`config.mk`:
```
export PLATFORM = sky130hd
export DESIGN_NAME = control_unit3
export DESIGN_NICKNAME = d
export VERILOG_FILES = /design/src/rtl/control_unit3.sv
export SDC_FILE = /design/constraint.sdc
export NUM_CORES = 1
export LEC_CHECK = 0
export ABC_AREA = 1
export BUFFER_PORTS_ARGS = -buffer_cell sky130_fd_sc_hd__buf_2
export CORE_MARGIN = 1
export CORE_UTILIZATION = 40
export DETAILED_ROUTE_END_ITERATION = 6
export PLACE_DENSITY = 0.75
export SLEW_MARGIN = 20
export SYNTH_ARGS = -nofsm -noshare
export SYNTH_HDL_FRONTEND = slang
export SYNTH_SLANG_ARGS = --single-unit
```
`constraint.sdc`:
```
create_clock -name clk -period 1.07 [get_ports clk]
set_clock_uncertainty 0.15 [all_clocks]
set_input_delay 0.107 -clock clk [delete_from_list [all_inputs] [get_ports clk]]
set_output_delay 0.107 -clock clk [all_outputs]
set_load 0.01 [all_outputs]
```
`src/rtl/control_unit3.sv`:
```
// Multicycle instruction-sequencing FSM for a simple datapath. Optional macro CTRL_ILLEGAL_TRAP_EN
// makes undefined opcodes halt with illegal=1; otherwise they retire as NOP.
module control_unit3 #(
  parameter logic [3:0] ALU_ADD = 4'h0,
  parameter logic [3:0] ALU_SUB = 4'h1
) (
  input  logic       clk,
  input  logic       reset,
  input  logic [5:0] opcode,
  output logic       PCWrite,
  output logic       PCWriteCond,
  output logic       IRWrite,
  output logic       DMEMWrite,
  output logic       RegWrite,
  output logic       ALUSrcA,
  output logic       RegReadSel,
  output logic [1:0] MemtoReg,
  output logic [1:0] ALUSrcB,
  output logic [1:0] PCSource,
  output logic [3:0] ALUSel,
  output logic       halted,
  output logic       illegal,
  output logic [3:0] state
);

  typedef enum logic [3:0] {
    S_FETCH  = 4'd0,  S_DECODE = 4'd1,  S_EXEC_R = 4'd2, S_EXEC_I = 4'd3,
    S_WB_ALU = 4'd4,  S_MEM_RD = 4'd5,  S_MEM_WB = 4'd6, S_MEM_WR = 4'd7,
    S_WB_IMM = 4'd8,  S_BRANCH = 4'd9,  S_JUMP   = 4'd10, S_HALT  = 4'd11
  } state_t;

  state_t state_q, state_d;
  logic   illegal_q, illegal_d;

  logic is_rtype, is_imm_se, is_imm_ze, reads_rt;
  assign is_rtype  = (opcode[5:4] == 2'b01);
  assign is_imm_se = (opcode[5:4] == 2'b10);
  assign is_imm_ze = (opcode[5:4] == 2'b11) && (opcode[3:0] != 4'hF);
  assign reads_rt  = (opcode == 6'h02) || (opcode == 6'h03) ||
                     (opcode == 6'h04) || (opcode == 6'h05);

  always_comb begin
    state_d   = state_q;
    illegal_d = illegal_q;
    case (state_q)
      S_FETCH:  state_d = S_DECODE;
      S_DECODE: begin
        if (is_rtype)                               state_d = S_EXEC_R;
        else if (is_imm_se || is_imm_ze)            state_d = S_EXEC_I;
        else if (opcode == 6'h01)                   state_d = S_MEM_RD;
        else if (opcode == 6'h02)                   state_d = S_MEM_WR;
        else if (opcode == 6'h03 || opcode == 6'h04) state_d = S_WB_IMM;
        else if (opcode == 6'h05)                   state_d = S_BRANCH;
        else if (opcode == 6'h06)                   state_d = S_JUMP;
        else if (opcode == 6'h0F)                   state_d = S_HALT;
        else if (opcode == 6'h00)                   state_d = S_FETCH;
        else begin
`ifdef CTRL_ILLEGAL_TRAP_EN
          state_d   = S_HALT;
          illegal_d = 1'b1;
`else
          state_d   = S_FETCH;
`endif
        end
      end
      S_EXEC_R, S_EXEC_I: state_d = S_WB_ALU;
      S_MEM_RD:           state_d = S_MEM_WB;
      S_HALT:             state_d = S_HALT;
      default:            state_d = S_FETCH;
    endcase
  end

  always_ff @(posedge clk) begin
    if (reset) begin
      state_q   <= S_FETCH;
      illegal_q <= 1'b0;
    end else begin
      state_q   <= state_d;
      illegal_q <= illegal_d;
    end
  end

  // Datapath controls decode from the current state plus the held opcode.
  always_comb begin
    PCWrite     = 1'b0;
    PCWriteCond = 1'b0;
    IRWrite     = 1'b0;
    DMEMWrite   = 1'b0;
    RegWrite    = 1'b0;
    ALUSrcA     = 1'b0;
    RegReadSel  = 1'b0;
    MemtoReg    = 2'b00;
    ALUSrcB     = 2'b00;
    PCSource    = 2'b00;
    ALUSel      = ALU_ADD;
    halted      = 1'b0;
    illegal     = 1'b0;
    if (state_q != S_FETCH && state_q != S_HALT) RegReadSel = reads_rt;
    case (state_q)
      S_FETCH: begin
        IRWrite = 1'b1;
        PCWrite = 1'b1;
        ALUSrcB = 2'b01;
      end
      S_EXEC_R: begin
        ALUSrcA = 1'b1;
        ALUSel  = opcode[3:0];
      end
      S_EXEC_I: begin
        ALUSrcA = 1'b1;
        ALUSrcB = is_imm_ze ? 2'b11 : 2'b10;
        ALUSel  = opcode[3:0];
      end
      S_WB_ALU: RegWrite = 1'b1;
      S_MEM_WB: begin
        RegWrite = 1'b1;
        MemtoReg = 2'b01;
      end
      S_MEM_WR: DMEMWrite = 1'b1;
      S_WB_IMM: begin
        RegWrite = 1'b1;
        MemtoReg = (opcode == 6'h04) ? 2'b11 : 2'b10;
      end
      S_BRANCH: begin
        ALUSrcA     = 1'b1;
        ALUSel      = ALU_SUB;
        PCWriteCond = 1'b1;
        PCSource    = 2'b10;
      end
      S_JUMP: begin
        PCWrite  = 1'b1;
        PCSource = 2'b10;
      end
      S_HALT: begin
        halted  = 1'b1;
        illegal = illegal_q;
      end
      default: ;
    endcase
    // Reset overrides everything so no write can leak through mid-instruction.
    if (reset) begin
      PCWrite     = 1'b0;
      PCWriteCond = 1'b0;
      IRWrite     = 1'b0;
      DMEMWrite   = 1'b0;
      RegWrite    = 1'b0;
      ALUSrcA     = 1'b0;
      RegReadSel  = 1'b0;
      MemtoReg    = 2'b00;
      ALUSrcB     = 2'b00;
      PCSource    = 2'b00;
      ALUSel      = 4'h0;
      halted      = 1'b0;
      illegal     = 1'b0;
    end
  end

  assign state = state_q;

endmodule

```
==> results of run 1 <==
## logic make-up after synthesis
kind of cell,Yosys count,share of synthesized area
AND/OR/NAND/NOR,67,0.5411
buffers and inverters,27,0.1790
AO/OA/AOI/OAI,14,0.1420
flip-flops,4,0.1317
other,1,0.006167
## what timing repair did
item / CTS
endpoints found under the setup margin: 22
pin swaps: 13
buffers inserted: 7
hold buffers: 0
gates cloned: 0
gates resized for setup: 29
## per-stage QoR
stage	setup slack (ps)	area [µm²]	TNS [ps]	cells	utilization
2_1_floorplan	-203.6	720.7	-1241	114	-
3_3_place_gp	-251.6	1039	-3642	176	0.7692
3_5_place_dp	-299.0	1039	-4335	176	0.7692
4_1_cts	-496.1	1211	-7956	185	0.8971
==> impl_metrics.env, run 1 <==
export IMPL_ys_ff_latch=4
export IMPL_start_util=0.4504
export IMPL_seq_area_frac_synth=0.1317
export IMPL_synth_edf_count=0
export IMPL_grt_antenna_before_repair=0
export IMPL_place_gp_congestion=0.8152
export IMPL_die_x_um=40.99
export IMPL_status="stopped before the end"
export IMPL_cts_buffer_depth=2
export IMPL_avgSynthCellArea_um2=5.381
export IMPL_lastStage="global routing"
export IMPL_clock_sinks=4
export IMPL_synthTopCellsByCount="nor2_1, inv_1, nand2_1, nand3_1, nor2_2"
export IMPL_dp_hpwl_um=1622
export IMPL_root_buffer="clkbuf_4"
export IMPL_synth_async_reset_ratio=0
export IMPL_io_pins=31
export IMPL_synth_cells=113
export IMPL_ys_flop_type="dfxtp_1"
export IMPL_yosys_warnings=0
export IMPL_die_h_um=40.99
export IMPL_worstEndpointType="top-level output"
export IMPL_synthTopCellsByArea="nor2_1, inv_1, dfxtp_1"
export IMPL_yosysUniqueCellTypes=22
export IMPL_grt_worst_endpoint="ALUSel[0]"
export IMPL_cts_made_buffers=3
export IMPL_io_buffer_count=28
export IMPL_cts_htree_levels=1
export IMPL_yosys_area_top_type="nor2_1"
export IMPL_stop_error="[ERROR DPL-0033] detailed placement checks failed during check placement."
export IMPL_grt_max_degree=11
export IMPL_core_rowCount=13
export IMPL_netlist_area_um2=608.1
export IMPL_yosys_cell_count_top_type="nor2_1"
export IMPL_synth_top_area_frac=0.1543
==> run 2, diff against run 1 <==
--- a/config.mk
+++ b/config.mk
@@ -7,10 +7,10 @@
 export LEC_CHECK = 0
 export ABC_AREA = 1
 export BUFFER_PORTS_ARGS = -buffer_cell sky130_fd_sc_hd__buf_2
-export CORE_MARGIN = 1
-export CORE_UTILIZATION = 40
+export CORE_AREA = 2 2 63 65
 export DETAILED_ROUTE_END_ITERATION = 6
-export PLACE_DENSITY = 0.75
+export DIE_AREA = 0 0 65 67
+export PLACE_DENSITY_LB_ADDON = 0.15
 export SLEW_MARGIN = 20
 export SYNTH_ARGS = -nofsm -noshare
 export SYNTH_HDL_FRONTEND = slang
==> constraint.sdc (replaced) <==
create_clock -name clk -period 1.39 [get_ports clk]
set_clock_uncertainty 0.15 [all_clocks]
set_input_delay 0.139 -clock clk [delete_from_list [all_inputs] [get_ports clk]]
set_output_delay 0.139 -clock clk [all_outputs]
set_load 0.01 [all_outputs]
==> impl_metrics.env, run 2 <==
export IMPL_yosys_cell_count_top_type="nor2_1"
export IMPL_clk_pin_slew_worst_paths_ps=30
export IMPL_clock_sinks=4
export IMPL_seq_power_share=0.200
export IMPL_drv_slew=0
export IMPL_crit_arrival_ps=1310
export IMPL_area_delta_synth_final_pct=89.30
export IMPL_cpPeakStageDelay_ps=350
export IMPL_die_x_um=65
export IMPL_design_die_area_um2=4355
export IMPL_p_switching_uw=270.2
export IMPL_rsz0062_at_grt="true"
export IMPL_max_freq_ghz=0.6262
export IMPL_cpMostUsedCell="nand2_4"
export IMPL_yosys_warnings=0
export IMPL_vias_per_cell=4.019
export IMPL_status="finished, violations left"
export IMPL_peakVddDrop_mv=0.1562
export IMPL_core_rowCount=22
export IMPL_fin_total_pwr_uw=718.7
export IMPL_drtIter0Drc=34
export IMPL_yosys_area_top_type="nor2_1"
export IMPL_grt_max_degree=11
export IMPL_pwr_share_comb=0.464
export IMPL_mostFrequentLayoutCell="buf_2"
export IMPL_fin_cells=209
export IMPL_synthTopCellsByArea="nor2_1, inv_1, dfxtp_1"
export IMPL_rr_worst_depth=7
export IMPL_synth_edf_count=0
export IMPL_n_fill_cell=406
export IMPL_vias=840
export IMPL_hp_class="input port to register"
export IMPL_nNetsFinal=171
export IMPL_io_buffer_count=28
export IMPL_setup_viol=17
export IMPL_largest_register_ffs=4
export IMPL_min_path_cells=3
export IMPL_hold_viol_final=0
export IMPL_io_pins=31
export IMPL_cts_buffer_depth=2
export IMPL_num_antenna_cells=0
export IMPL_avgSynthCellArea_um2=5.381
export IMPL_cp_cell_sequence="inv_2 -> nand2_4 -> nor2_4 -> nand2_4 -> o21ai_4 -> a21boi_4 -> buf_2"
export IMPL_die_h_um=67
export IMPL_pwr_share_clk=0.336
export IMPL_drc=0
export IMPL_final_setup_tns_ps=-2046
export IMPL_dp_hpwl_um=1685
export IMPL_synth_top_area_frac=0.1543
export IMPL_hold_buffers=0
export IMPL_clkLatencyLatePin_ps=210
export IMPL_drt_wl_total_um=2161
export IMPL_cts_tree="built"
export IMPL_drtPass1Iterations=4
export IMPL_cts_htree_levels=1
export IMPL_period_needed_ps=1597
export IMPL_synth_cells=113
export IMPL_overflow=0
export IMPL_seq_area_frac_synth=0.1317
export IMPL_cts_made_buffers=3
export IMPL_drt_wirelength_per_cell_um=10.34
export IMPL_fin_ws_ps=-207.0
export IMPL_postRouteAntennaNets=0
export IMPL_path_buf_inv=2
export IMPL_crit_family="flip-flops"
export IMPL_p_leak_uw=0.0006245
export IMPL_cp_data_required_time_ps=1100
export IMPL_maxCapViolCount=0
export IMPL_netlist_area_um2=608.1
export IMPL_slowest_stage="dfxtp_4"
export IMPL_switching_share=0.3760
export IMPL_ys_flop_type="dfxtp_1"
export IMPL_cp_end_kind="primary output"
export IMPL_cp_num_cells=7
export IMPL_path_class="register to primary output"
export IMPL_core_area_um2=3606
export IMPL_drive_gt1_frac=0.6149
export IMPL_grt_pass1_wl_um=3408
export IMPL_place_gp_congestion=0.7501
export IMPL_violations="negative setup slack"
export IMPL_ys_ff_latch=4
export IMPL_yosysUniqueCellTypes=22
export IMPL_grt_usage=0.1007
export IMPL_layout_common_cells="buf_2, inv_1, nand2_1"
export IMPL_start_kind="register"
export IMPL_power_density_nw_per_um2=624.4
export IMPL_root_buffer="clkbuf_8"
export IMPL_post_route_period_util=1.149
export IMPL_synthTopCellsByCount="nor2_1, inv_1, nand2_1, nand3_1, nor2_2"
export IMPL_grt_antenna_before_repair=0
export IMPL_grt_pass1_vias=821
export IMPL_seqCellArea_um2=92.59
export IMPL_start_util=0.1686
export IMPL_intPower_uw=448.5
export IMPL_critPathMaxFanout=4
export IMPL_synth_async_reset_ratio=0
export IMPL_multi_input_area_um2=544.3
export IMPL_post_place_cells=200
-- run 2: layout make-up --
class	count	area share
Timing Repair Buffer	47	0.2783
Clock buffer	3	0.03587
Tap cell	48	0.05217
Inverter	24	0.08044
Sequential cell	4	0.08044
Multi-Input combinational cell	83	0.4728
-- run 2: final timing paths --
path | slack [ps] | from | to
max | -210 | state[2]$_SDFF_PP0_ | ALUSel[0]
min | 150 | reset | state[1]$_SDFF_PP0_
max reg2reg | 40 | state[0]$_SDFF_PP0_ | state[0]$_SDFF_PP0_
min reg2reg | 560 | state[3]$_SDFF_PP0_ | state[0]$_SDFF_PP0_
-- run 2: power groups by stage --
stage | clock, µW | combinational, µW | sequential (µW)
finish | 242 | 333 | 143
global placement | 0 | 257 | 143
CTS | 250 | 277 | 144
floorplan | 0 | 150 | 146
detailed placement | 0 | 255 | 144
global route | 265 | 361 | 145
-- run 2: worst reg2reg max path, cell delays in order (launching register included) --
cell and delay [ps]:
dfxtp_4 350, inv_2 60, nor2_4 140, buf_4 130
inv_1 60, nor2_2 160, nand2_1 80, a21oi_2 130
-- run 2: stage by stage --
stage / setup WS [ps] / cell area (µm²) / hold slack (ps) / util
floorplan: 42.31 / 636.9 / 211.8 / -
global placement: -53.65 / 915.9 / 356.2 / 0.2540
detailed placement: -19.15 / 915.9 / 359.1 / 0.2540
CTS: -213.9 / 1056 / 141.2 / 0.2929
global route: -275.3 / 1151 / 152.2 / 0.3192
finish: -207.0 / 1151 / 145.1 / 0.3192
-- run 2: cell families after synthesis --
| family | Yosys count | share of synthesized area |
|---|---|---|
| compound gates | 14 | 0.1420 |
| buf+inv | 27 | 0.1790 |
| flops | 4 | 0.1317 |
| other cells | 1 | 0.006167 |
| simple gates | 67 | 0.5411 |
-- run 2: layer usage --
metal  global-route usage  part of all wire  up-vias
met1               0.1146              0.41      380
met4              0.06383             0.021        0
met3              0.01351             0.052        4
met5                    0                 0        -
met2               0.1765              0.51       22
li1                     -                 -      434
-- run 2: timing repair --
| item | in CTS | in global routing |
|---|---|---|
| gates resized for setup | 24 | 26 |
| hold endpoints to repair | 0 | 0 |
| buffers inserted | 5 | 3 |
| setup endpoints to repair | 17 | 21 |
| pin swaps | 7 | 10 |
No activity file was read; power rests on OpenSTA's default activity.
==> run 3, diff against run 2 <==
--- a/config.mk
+++ b/config.mk
@@ -11,6 +11,7 @@
 export DETAILED_ROUTE_END_ITERATION = 6
 export DIE_AREA = 0 0 65 67
 export PLACE_DENSITY_LB_ADDON = 0.15
+export SKIP_LAST_GASP = 1
 export SLEW_MARGIN = 20
 export SYNTH_ARGS = -nofsm -noshare
 export SYNTH_HDL_FRONTEND = slang
==> impl_metrics.env, run 3 (synthesis results as in run 2) <==
export IMPL_status="finished, violations left"
export IMPL_violations="negative setup slack"
export IMPL_largest_register_ffs=4
export IMPL_hold_viol_final=0
export IMPL_wl_met3_um=118
export IMPL_cts_buffer_depth=2
export IMPL_cts_made_buffers=3
export IMPL_io_pins=31
export IMPL_post_route_period_util=1.150
export IMPL_die_h_um=67
export IMPL_clk_pin_slew_worst_paths_ps=30
export IMPL_nNetsFinal=171
export IMPL_cts_htree_levels=1
export IMPL_drive_gt1_frac=0.5901
export IMPL_grt_pass1_wl_um=3408
export IMPL_clock_sinks=4
export IMPL_drc=0
export IMPL_grt_pass1_vias=821
export IMPL_fin_ws_ps=-208.7
export IMPL_clkLatencyLatePin_ps=210
export IMPL_postRouteAntennaNets=0
export IMPL_cp_end_kind="primary output"
export IMPL_crit_arrival_ps=1310
export IMPL_path_class="register to primary output"
export IMPL_wl_met1_um=867
export IMPL_mostFrequentLayoutCell="buf_2"
export IMPL_place_gp_congestion=0.7501
export IMPL_critPathMaxFanout=4
export IMPL_io_buffer_count=28
export IMPL_final_util=0.3154
export IMPL_hold_buffers=0
export IMPL_cp_data_required_time_ps=1100
export IMPL_num_antenna_cells=0
export IMPL_layout_common_cells="buf_2, nor2_1, inv_1"
export IMPL_grt_usage=0.1007
export IMPL_max_freq_ghz=0.6255
export IMPL_grt_max_degree=11
export IMPL_maxUsedRoutingLayer="met4"
export IMPL_vias=844
export IMPL_peakVddDrop_mv=0.1552
export IMPL_period_needed_ps=1599
export IMPL_met2_length_um=1071
export IMPL_whs_ps=147.2
export IMPL_drv_slew=0
export IMPL_rsz0062_at_grt="true"
export IMPL_maxCapViolCount=0
export IMPL_drt_wl_total_um=2104
export IMPL_drt_wirelength_per_cell_um=10.07
export IMPL_hp_class="input port to register"
export IMPL_core_area_um2=3606
export IMPL_placed_area_um2=915.9
export IMPL_cpPeakStageDelay_ps=350
export IMPL_drtPass1Iterations=4
export IMPL_start_util=0.1686
export IMPL_final_area_um2=1137
export IMPL_area_delta_synth_final_pct=87.04
export IMPL_drtIter0Drc=31
export IMPL_overflow=0
export IMPL_setup_viol=16
export IMPL_die_x_um=65
export IMPL_vias_per_cell=4.038
export IMPL_design_die_area_um2=4355
export IMPL_power_density_nw_per_um2=624.9
export IMPL_cts_tree="built"
export IMPL_cpMostUsedCell="nand2_4"
export IMPL_grt_antenna_before_repair=0
export IMPL_dp_hpwl_um=1685
export IMPL_root_buffer="clkbuf_8"
export IMPL_slowest_stage="dfxtp_4"
export IMPL_core_rowCount=22
export IMPL_start_kind="register"
export IMPL_p_leak_uw=0.0006234
export IMPL_cp_cell_sequence="inv_2 -> nand2_4 -> nor2_4 -> nand2_4 -> o21ai_4 -> a21boi_4 -> buf_2"
-- run 3: report_power, final --
group / total (µW) / switching (µW) / internal (µW)
registers: 144 / 16.6 / 127
logic: 325 / 190 / 135
clock network: 241 / 57.0 / 184
-- run 3: path summary, 6_finish.rpt --
kind	slack, ps	to	start	cells after the start
max reg2reg	30	state[1]$_SDFF_PP0_	state[0]$_SDFF_PP0_	7
min reg2reg	560	state[1]$_SDFF_PP0_	state[3]$_SDFF_PP0_	5
min	150	state[1]$_SDFF_PP0_	reset	3
max	-210	ALUSel[0]	state[2]$_SDFF_PP0_	7
-- run 3: area by class of cell --
class                      count  area [µm²]
timing repair buffer          47       316.6
sequential                     4       92.59
fill                         401        2469
tap                           48       60.06
clock buffer                   3       41.29
multi-input combinational     83       534.3
inverter                      24       92.59
-- run 3: through the flow --
step	TNS (ps)	total power, µW	std cells	setup WS [ps]
2_1_floorplan	0	296.4	114	42.31
3_3_place_gp	-81.58	400.0	200	-53.65
3_5_place_dp	-46.47	398.9	200	-19.15
4_1_cts	-1989	670.5	207	-213.9
5_1_grt	-3312	765.5	209	-289.6
6_report	-2011	710.7	209	-208.7
-- run 3: critical path: cells and delay by family (launching register included) --
family | cells | cell delay [ps]
flip-flops | 1 | 350
buffers and inverters | 2 | 220
AO/OA/AOI/OAI | 2 | 240
AND/OR/NAND/NOR | 3 | 300
-- run 3: timing repair --
item	in CTS	in global routing
pin swaps	7	9
resized for setup	22	23
setup buffers	5	3
gates cloned	0	0
setup endpoints to repair	17	21
-- run 3: metal layers --
| metal | up-vias | track usage |
|---|---|---|
| li1 | 435 | - |
| met1 | 379 | 0.1146 |
| met2 | 26 | 0.1765 |
| met3 | 4 | 0.01351 |
| met4 | 0 | 0.06383 |
| met5 | - | 0 |
==> run 4, diff against run 3 <==
--- a/config.mk
+++ b/config.mk
@@ -6,6 +6,7 @@
 export NUM_CORES = 1
 export LEC_CHECK = 0
 export ABC_AREA = 1
+export ABC_CLOCK_PERIOD_IN_PS = 1390
 export BUFFER_PORTS_ARGS = -buffer_cell sky130_fd_sc_hd__buf_2
 export CORE_AREA = 2 2 63 65
 export DETAILED_ROUTE_END_ITERATION = 6
@@ -16,3 +17,4 @@
 export SYNTH_ARGS = -nofsm -noshare
 export SYNTH_HDL_FRONTEND = slang
 export SYNTH_SLANG_ARGS = --single-unit
+export TNS_END_PERCENT = 50
==> impl_metrics.env, run 4 (synthesis results as in run 2) <==
export IMPL_status="finished, violations left"
export IMPL_violations="negative setup slack"
export IMPL_start_kind="register"
export IMPL_period_needed_ps=1595
export IMPL_area_delta_synth_final_pct=74.69
export IMPL_seqCellArea_um2=85.08
export IMPL_cts_made_buffers=3
export IMPL_path_class="register to primary output"
export IMPL_drive_gt1_frac=0.5597
export IMPL_die_h_um=67
export IMPL_layout_common_cells="buf_2, nor2_1, inv_1"
export IMPL_rsz0062_at_grt="true"
export IMPL_start_util=0.1686
export IMPL_grt_usage=0.1025
export IMPL_nNetsFinal=169
export IMPL_fin_total_pwr_uw=681.9
export IMPL_cts_buffer_depth=2
export IMPL_drtIter0Drc=35
export IMPL_grt_antenna_before_repair=0
export IMPL_peakVddDrop_mv=0.1562
export IMPL_clkLatencyLatePin_ps=210
export IMPL_cts_tree="built"
export IMPL_drt_wirelength_per_cell_um=10.30
export IMPL_hold_viol_final=0
export IMPL_vias_per_cell=3.937
export IMPL_fin_ws_ps=-205.4
export IMPL_drc=0
export IMPL_clk_pin_slew_worst_paths_ps=30
export IMPL_overflow=0
export IMPL_core_area_um2=3606
export IMPL_grt_pass1_vias=826
export IMPL_postRouteAntennaNets=0
export IMPL_grt_max_degree=11
export IMPL_clock_sinks=4
export IMPL_vias=815
export IMPL_final_util=0.2946
export IMPL_place_gp_congestion=0.7501
export IMPL_cp_end_kind="primary output"
export IMPL_power_density_nw_per_um2=641.9
export IMPL_cts_htree_levels=1
export IMPL_core_rowCount=22
export IMPL_largest_register_ffs=4
export IMPL_num_antenna_cells=0
export IMPL_hp_class="input port to register"
export IMPL_crit_arrival_ps=1310
export IMPL_cp_data_required_time_ps=1100
export IMPL_root_buffer="clkbuf_8"
export IMPL_max_freq_ghz=0.6268
export IMPL_io_buffer_count=28
export IMPL_critPathMaxFanout=6
export IMPL_p_leak_uw=0.0006065
export IMPL_design_die_area_um2=4355
export IMPL_mostFrequentLayoutCell="buf_2"
export IMPL_multi_input_area_um2=504.2
export IMPL_drtPass1Iterations=4
export IMPL_drt_wl_total_um=2133
export IMPL_grt_pass1_wl_um=3463
export IMPL_post_route_period_util=1.148
export IMPL_maxCapViolCount=0
export IMPL_die_x_um=65
export IMPL_io_pins=31
export IMPL_setup_viol=17
export IMPL_dp_hpwl_um=1685
export IMPL_drv_slew=0
export IMPL_n_fill_cell=402
run 4: final timing paths:
path                  startpoint                   to  slack (ps)  depth (start not counted)
min                        reset  state[1]$_SDFF_PP0_         150                          3
min reg2reg  state[3]$_SDFF_PP0_  state[1]$_SDFF_PP0_         600                          5
max reg2reg  state[3]$_SDFF_PP0_  state[0]$_SDFF_PP0_         -20                          8
max          state[0]$_SDFF_PP0_            ALUSel[0]        -210                          6
run 4: layout make-up:
class | count | share of cell area
sequential | 4 | 0.08009
timing repair buffer | 45 | 0.2650
multi-input combinational | 83 | 0.4747
inverter | 24 | 0.08481
clock buffer | 3 | 0.03887
tap | 48 | 0.05654
run 4: through the flow:
step,area [µm²],hold slack (ps),worst slack (ps),cells,setup TNS [ps]
after CTS,1031,143.1,-215.0,206,-1910
final,1062,146.5,-205.4,207,-1707
after detailed placement,915.9,359.1,-19.15,200,-46.47
after global routing,1062,153.1,-262.7,207,-3030
after global placement,915.9,356.2,-53.65,200,-81.58
after floorplan,636.9,211.8,42.31,114,0
run 4: timing repair:
item / CTS / global route
hold buffers: 0 / 0
pin swaps: 5 / 4
buffers inserted: 3 / 1
gates resized for setup: 19 / 8
setup endpoints to repair: 17 / 21
run 4: critical path: stages (launching register included):
cell and delay [ps]:
dfxtp_2 380, inv_2 90, nor2_4 130, nand2_4 70
o21ai_4 120, a21boi_4 170, buf_2 130
run 4: per-layer routing:
metal / track usage / routed length (µm) / part of all wire / vias up
met4: 0.05851 / 25 / 0.012 / 0
met3: 0.01182 / 107 / 0.050 / 2
met2: 0.1843 / 1068 / 0.50 / 24
li1: - / - / - / 428
met5: 0 / 0 / 0 / -
met1: 0.1166 / 931 / 0.44 / 361
run 4: report_power, final:
group | total, µW | internal (µW) | switching [µW] | leakage (µW)
registers | 146 | 128 | 17.6 | 0.0000343
clock network | 241 | 184 | 56.9 | 0.0000216
logic | 295 | 116 | 179 | 0.000551
